File: config.mk
export PLATFORM = sky130hd
export DESIGN_NAME = ahb_reg_bridge
export DESIGN_NICKNAME = d
export VERILOG_FILES = /design/src/rtl/ahb_reg_bridge.sv
export SDC_FILE = /design/constraint.sdc
export NUM_CORES = 1
export LEC_CHECK = 0
export ABC_AREA = 0
export CAP_MARGIN = 25
export CORE_MARGIN = 4
export CORE_UTILIZATION = 38
export DETAILED_ROUTE_END_ITERATION = 7
export PLACE_DENSITY = 0.77
export SETUP_SLACK_MARGIN = 0.5
export SLEW_MARGIN = 15
export SYNTH_ARGS = -nofsm -noshare
export SYNTH_HDL_FRONTEND = slang
export SYNTH_SLANG_ARGS = --single-unit
export TNS_END_PERCENT = 5
File: constraint.sdc
create_clock -name macPIClk -period 1.7 [get_ports macPIClk]
set_input_delay 0.34 -clock macPIClk [delete_from_list [all_inputs] [get_ports macPIClk]]
set_output_delay 0.34 -clock macPIClk [all_outputs]
set_load 0.02 [all_outputs]
File: src/rtl/ahb_reg_bridge.sv
// rtl/ahb_reg_bridge.sv - AHB-Lite slave to single-cycle register request bridge (optional RW_AHB_SIZE_ERR_EN)
// Writes are posted; reads stall the bus until the register side returns data.
module ahb_reg_bridge #(
    parameter int REG_ADDR_WIDTH = 15,
    parameter int DATA_WIDTH     = 32
) (
    input  logic                      macPIClk,
    input  logic                      macPIClkHardRst_n,
    input  logic                      hSel,
    input  logic [REG_ADDR_WIDTH+1:0] hAddr,
    input  logic [1:0]                hTrans,
    input  logic                      hWrite,
    input  logic [2:0]                hSize,
    input  logic [DATA_WIDTH-1:0]     hWData,
    input  logic                      hReadyIn,
    output logic                      hReadyOut,
    output logic                      hResp,
    output logic [DATA_WIDTH-1:0]     hRData,
    output logic                      regSel,
    output logic                      regWrite,
    output logic                      regRead,
    output logic [REG_ADDR_WIDTH-1:0] regAddr,
    output logic [DATA_WIDTH-1:0]     regWriteData,
    input  logic                      regReadyIn,
    input  logic [DATA_WIDTH-1:0]     regReadData
);

    typedef enum logic [2:0] {
        IDLE, WR_DATA, RD_ISSUE, RD_WAIT, RD_DONE, ERR1, ERR2
    } state_t;

    state_t                    state;
    state_t                    state_next;
    state_t                    accept_state;
    logic                      pending;
    logic                      busy;
    logic                      accept;
    logic                      accept_err;
    logic                      issue_wr;
    logic                      issue_rd;
    logic                      capture_rd;
    logic [REG_ADDR_WIDTH-1:0] addr_q;

    // A request is outstanding from the pulse until the downstream reports idle again.
    assign busy   = regSel | pending;
    assign accept = hSel & hTrans[1] & hReadyIn & hReadyOut;

`ifdef RW_AHB_SIZE_ERR_EN
    assign accept_err = (hSize != 3'b010) || (hAddr[1:0] != 2'b00);
`else
    logic unused_size_bits;
    assign unused_size_bits = ^{hSize, hAddr[1:0]};
    assign accept_err       = 1'b0;
`endif

    always_comb begin
        if (accept_err)
            accept_state = ERR1;
        else if (hWrite)
            accept_state = WR_DATA;
        else
            accept_state = RD_ISSUE;
    end

    always_ff @(posedge macPIClk or negedge macPIClkHardRst_n) begin
        if (!macPIClkHardRst_n)
            state <= IDLE;
        else
            state <= state_next;
    end

    always_comb begin
        state_next = state;
        case (state)
            IDLE:     if (accept) state_next = accept_state;
            WR_DATA:  if (!busy) state_next = accept ? accept_state : IDLE;
            RD_ISSUE: if (!busy) state_next = RD_WAIT;
            RD_WAIT:  if (capture_rd) state_next = RD_DONE;
            RD_DONE:  state_next = accept ? accept_state : IDLE;
`ifdef RW_AHB_SIZE_ERR_EN
            ERR1:     state_next = ERR2;
            ERR2:     state_next = IDLE;
`endif
            default:  state_next = IDLE;
        endcase
    end

    always_comb begin
        hReadyOut  = 1'b1;
        hResp      = 1'b0;
        issue_wr   = 1'b0;
        issue_rd   = 1'b0;
        capture_rd = 1'b0;
        case (state)
            WR_DATA: begin
                hReadyOut = !busy;
                issue_wr  = !busy;
            end
            RD_ISSUE: begin
                hReadyOut = 1'b0;
                issue_rd  = !busy;
            end
            RD_WAIT: begin
                hReadyOut  = 1'b0;
                // pending only rises after our own pulse, so ready here is the read's completion
                capture_rd = pending & regReadyIn & !regSel;
            end
`ifdef RW_AHB_SIZE_ERR_EN
            ERR1: begin
                hReadyOut = 1'b0;
                hResp     = 1'b1;
            end
            ERR2: begin
                hResp = 1'b1;
            end
`endif
            default: ;
        endcase
    end

    always_ff @(posedge macPIClk or negedge macPIClkHardRst_n) begin
        if (!macPIClkHardRst_n) begin
            regSel       <= 1'b0;
            regWrite     <= 1'b0;
            regRead      <= 1'b0;
            regAddr      <= '0;
            regWriteData <= '0;
            hRData       <= '0;
            pending      <= 1'b0;
            addr_q       <= '0;
        end else begin
            regSel   <= issue_wr | issue_rd;
            regWrite <= issue_wr;
            regRead  <= issue_rd;
            if (issue_wr | issue_rd)
                regAddr <= addr_q;
            if (issue_wr)
                regWriteData <= hWData;
            if (capture_rd)
                hRData <= regReadData;
            if (regSel)
                pending <= 1'b1;
            else if (regReadyIn)
                pending <= 1'b0;
            if (accept)
                addr_q <= hAddr[REG_ADDR_WIDTH+1:2];
        end
    end

endmodule

==> metrics.csv <==
stage,metric,value,unit
routing,viasPerCell,4.71,
run_status,status,completed,
sta,maxSlewViolCount,0,
pwr,finalPower,11600,uW
setup_path,reg2reg_from,state[2]$_DFFE_PN0P_,
clock_network,cts_root_buffer,clkbuf_8,
setup_path,worst-path-buf-inv,3,
setup_path,reg2reg_to,regWriteData[8]$_DFFE_PN0P_,
yosys,synth-simple-area-share,3.15,%
place,pre_cts_ws,-163,ps
sta,finalHoldViolCount,0,
finish,num_antenna_cells,0,
floorplanning,start_util,39.7,%
yosys,synth_fa_ha_area_share,0,%
setup_path,worstSetupEndpointType,register,
yosys,synth-seq-cells,101,
sta,final_min_period_over_clock_period,96.2,%
routing,vias,2659,
floorplanning,die_area,0.0120,mm2
finish,finalInstanceArea,0.00610,mm2
pwr,p_int,7460,uW
finish,multi_input_area,0.00135,mm2
clock_network,cts_tree,done,
yosys,syn_inst,242,
finish,synthToLayoutAreaGrowth,55.2,%
floorplanning,fp.dieW,110,um
pwr,p_seq_share,36.1,%
finish,num-fill-cells,818,
yosys,synth_area,0.00393,mm2
sta,rsz0062_at_grt,yes,
clock_network,cts_buffer_depth,2,
finish,seqCellArea,0.00253,mm2
clock_network,cts_buffers,9,
sta,setup_ws,63.8,ps
floorplanning,rows,36,
global_routing,grt_pass1_vias,2821,
yosys,synth.avg_cell_area,16.3,um2
setup_path,cp_top_family,buffers and inverters,
global_routing,grt_pass1_wl,13700,um
run,cap_violations,0,
floorplanning,dieHeight,110,um
pwr,p_per_area,1900,mW/mm2
setup_path,crit_end,regWriteData[8]$_DFFE_PN0P_,
yosys,yosys.area.top_type,dfrtp_1,
finish,drive_above_1_share,33.8,%
setup_path,reg2reg_slack,60,ps
clock_network,htreeDepth,3,
yosys,synth_top_family_by_area,multiplexers,
yosys,syn-num-nets,334,
sta,setup_viol_count_final,0,
routing,firstDrtPassIters,4,
pwr,power_switching,4120,uW
finish,num-nets-final,520,
floorplanning,io_pins,176,
sta,fin_crit,1640,ps
place,portBuffers,168,
place,routabilityCongestion,0.860,
pwr,combPwrFrac,49.0,%
yosys,yosys_warnings,0,
routing,drc,0,
sta,fmax,0.611,GHz
sta,slew_headroom,65.3,%
setup_path,critPathLaunch,state[2]$_DFFE_PN0P_,
sta,whs,35.2,ps
setup_path,required,1920,ps
clock_network,ctsHoldBuffers,0,
clock_network,clock_latency,340,ps
global_routing,grt_max_degree,102,
global_routing,grtUsageTotal,14.6,%
setup_path,rr_worst_depth,6,
yosys,yosysSeqAreaShare,64.3,%
pwr,clockPowerShare,14.9,%
clock_network,cts.sinks,101,
sta,fin_skew,12.5,ps
setup_path,cpMaxStageDelayCell,dfrtp_1,
pwr,power_leakage,0.00285,uW
setup_path,path_class,register to register,
setup_path,worstSetupStartpointType,register,
pwr,swShare,35.6,%
pwr,ir_drop,0.000939,V
yosys,synth_compound_area_share,2.48,%
place,dp_hpwl,6440,um
yosys,yosysTopAreaCellShare,64.3,%
setup_path,crit_path_max_incr_delay,420,ps
routing,routed_wl,9000,um
routing,wire_per_inst,15.9,um
global_routing,antenna_found_initial,0,
yosys,synth_area_leaders,"dfrtp_1 64%, mux2_2 26%, buf_2 1.0%, buf_6 0.86%, nor3_4 0.83%",
routing,drt-initial-drc-count,101,
setup_path,cp.arrival,1860,ps
global_routing,grt-ovfl-total,0,
worst_hold_path,hold_class,primary input to async pin,
sta,worst_pin_slew,521,ps
yosys,synthXorXnorAreaFrac,0.445,%
place,placed_cell_area,0.00586,mm2
routing,ant_nets,0,
setup_path,crit_chain,buf_4 > nor3_4 > buf_6 > nand3_2 > buf_12 > mux2_2,
clock_network,path_clk_slew,90,ps
setup_path,critPathMaxFanout,33,
yosys,ys_types,28,
setup_path,path_depth,6,
yosys,synth.area.mux_share,26.9,%
floorplanning,core-area,0.00991,mm2
==> cell usage in the layout, fill, tap and decap left out, drive strengths merged, types with 2 or more instances in the layout <==
cell,netlist,final
o22a,2,2
xor2,2,2
nor3,4,4
clkdlybuf4s50,0,84
mux2,94,94
nand2,1,2
dlygate4sd2,0,74
nor2,2,2
nand3,3,3
nor3b,2,2
o21ai,3,3
inv,4,4
clkbuf,0,11
bufinv,0,3
buf,13,29
dfrtp,101,101
==> metrics by stage <==
stage	utilization, %	TNS (ps)	cells
6_report	61.6	0	565
5_1_grt	61.6	0	565
4_1_cts	61.1	0	563
3_5_place_dp	59.2	-6190	544
3_3_place_gp	59.2	-5620	544
2_1_floorplan	-	0	242
==> metal layers <==
layer  vias up  share of wire, %  wire length (um)  track usage, %
met5         -                 0                 0               0
met4         0              0.94                85            4.01
met2       108                51              4590            26.3
met1      1315                39              3500            16.5
li1       1228                 -                 -               -
met3         8               9.2               825            4.70
==> power by group through the flow <==
stage                     sequential, uW  clock, uW  combinational (uW)
final                               4180       1730                5680
after global routing                4350       1900                6060
after CTS                           4190       1790                5620
after detailed placement            4260          0                6110
after global placement              4180          0                5990
after floorplan                     5440          0                2050
==> sequential cells by signal, summed over array words and instances, names as in the netlist <==
name and flops:
regWriteData 32, regSel 1, hRData 32, regRead 1
regWrite 1, regAddr 15, pending 1, state 3
addr_q 15
==> synth_stat cells <==
| master | count |
|---|---|
| dfrtp_1 | 101 |
| mux2_2 | 92 |
| buf_2 | 8 |
| inv_1 | 4 |
| buf_6 | 3 |
| o21ai_0 | 3 |
| buf_4 | 2 |
| mux2_1 | 2 |
| nand3_1 | 2 |
| nor2_1 | 2 |
| nor3_1 | 2 |
| nor3_4 | 2 |
| nor3b_1 | 2 |
| o22a_1 | 2 |
| xor2_1 | 2 |
| a211oi_1 | 1 |
| a21o_1 | 1 |
| a21oi_1 | 1 |
| and3_1 | 1 |
| conb_1 | 1 |
| nand2_2 | 1 |
| nand2b_4 | 1 |
| nand3_2 | 1 |
| o221ai_4 | 1 |
| o32a_1 | 1 |
| o32ai_1 | 1 |
| or2_2 | 1 |
| or3_1 | 1 |
==> cells by family (layout without fill, tap and decap cells) <==
family / count (synthesis) / in the layout
DFF: 101 / 101
and+or+nand+nor: 16 / 17
muxes: 94 / 94
xor gates and xnor gates: 2 / 2
buffers and inverters: 17 / 206
AOI/OAI and AO/OA: 11 / 11
other: 1 / 1
==> final cells by class <==
class | count | share of cell area, %
Clock inverter | 4 | 1.60
Clock buffer | 11 | 2.15
Sequential cell | 101 | 41.4
Tap cell | 133 | 2.73
Multi-Input combinational cell | 125 | 22.2
Inverter | 4 | 0.246
Timing Repair Buffer | 187 | 29.7
==> worst min path at each step <==
stage	endpoint	start	depth (start not counted)
floorplan	addr_q[0]$_DFFE_PN0N_	macPIClkHardRst_n	0
global placement	hRData[31]$_DFFE_PN0P_	macPIClkHardRst_n	2
detailed placement	hRData[2]$_DFFE_PN0P_	macPIClkHardRst_n	2
CTS	hRData[2]$_DFFE_PN0P_	macPIClkHardRst_n	2
global route	hRData[2]$_DFFE_PN0P_	macPIClkHardRst_n	2
finish	hRData[30]$_DFFE_PN0P_	macPIClkHardRst_n	2
==> repair_timing <==
item                                    4_1_cts  5_1_grt
cloned                                        0        1
endpoints found under the setup margin      181      183
gates resized for setup                     129        5
pin swaps                                     1        3
buffers inserted                              4        1
Power figures use the tool's default switching activity.
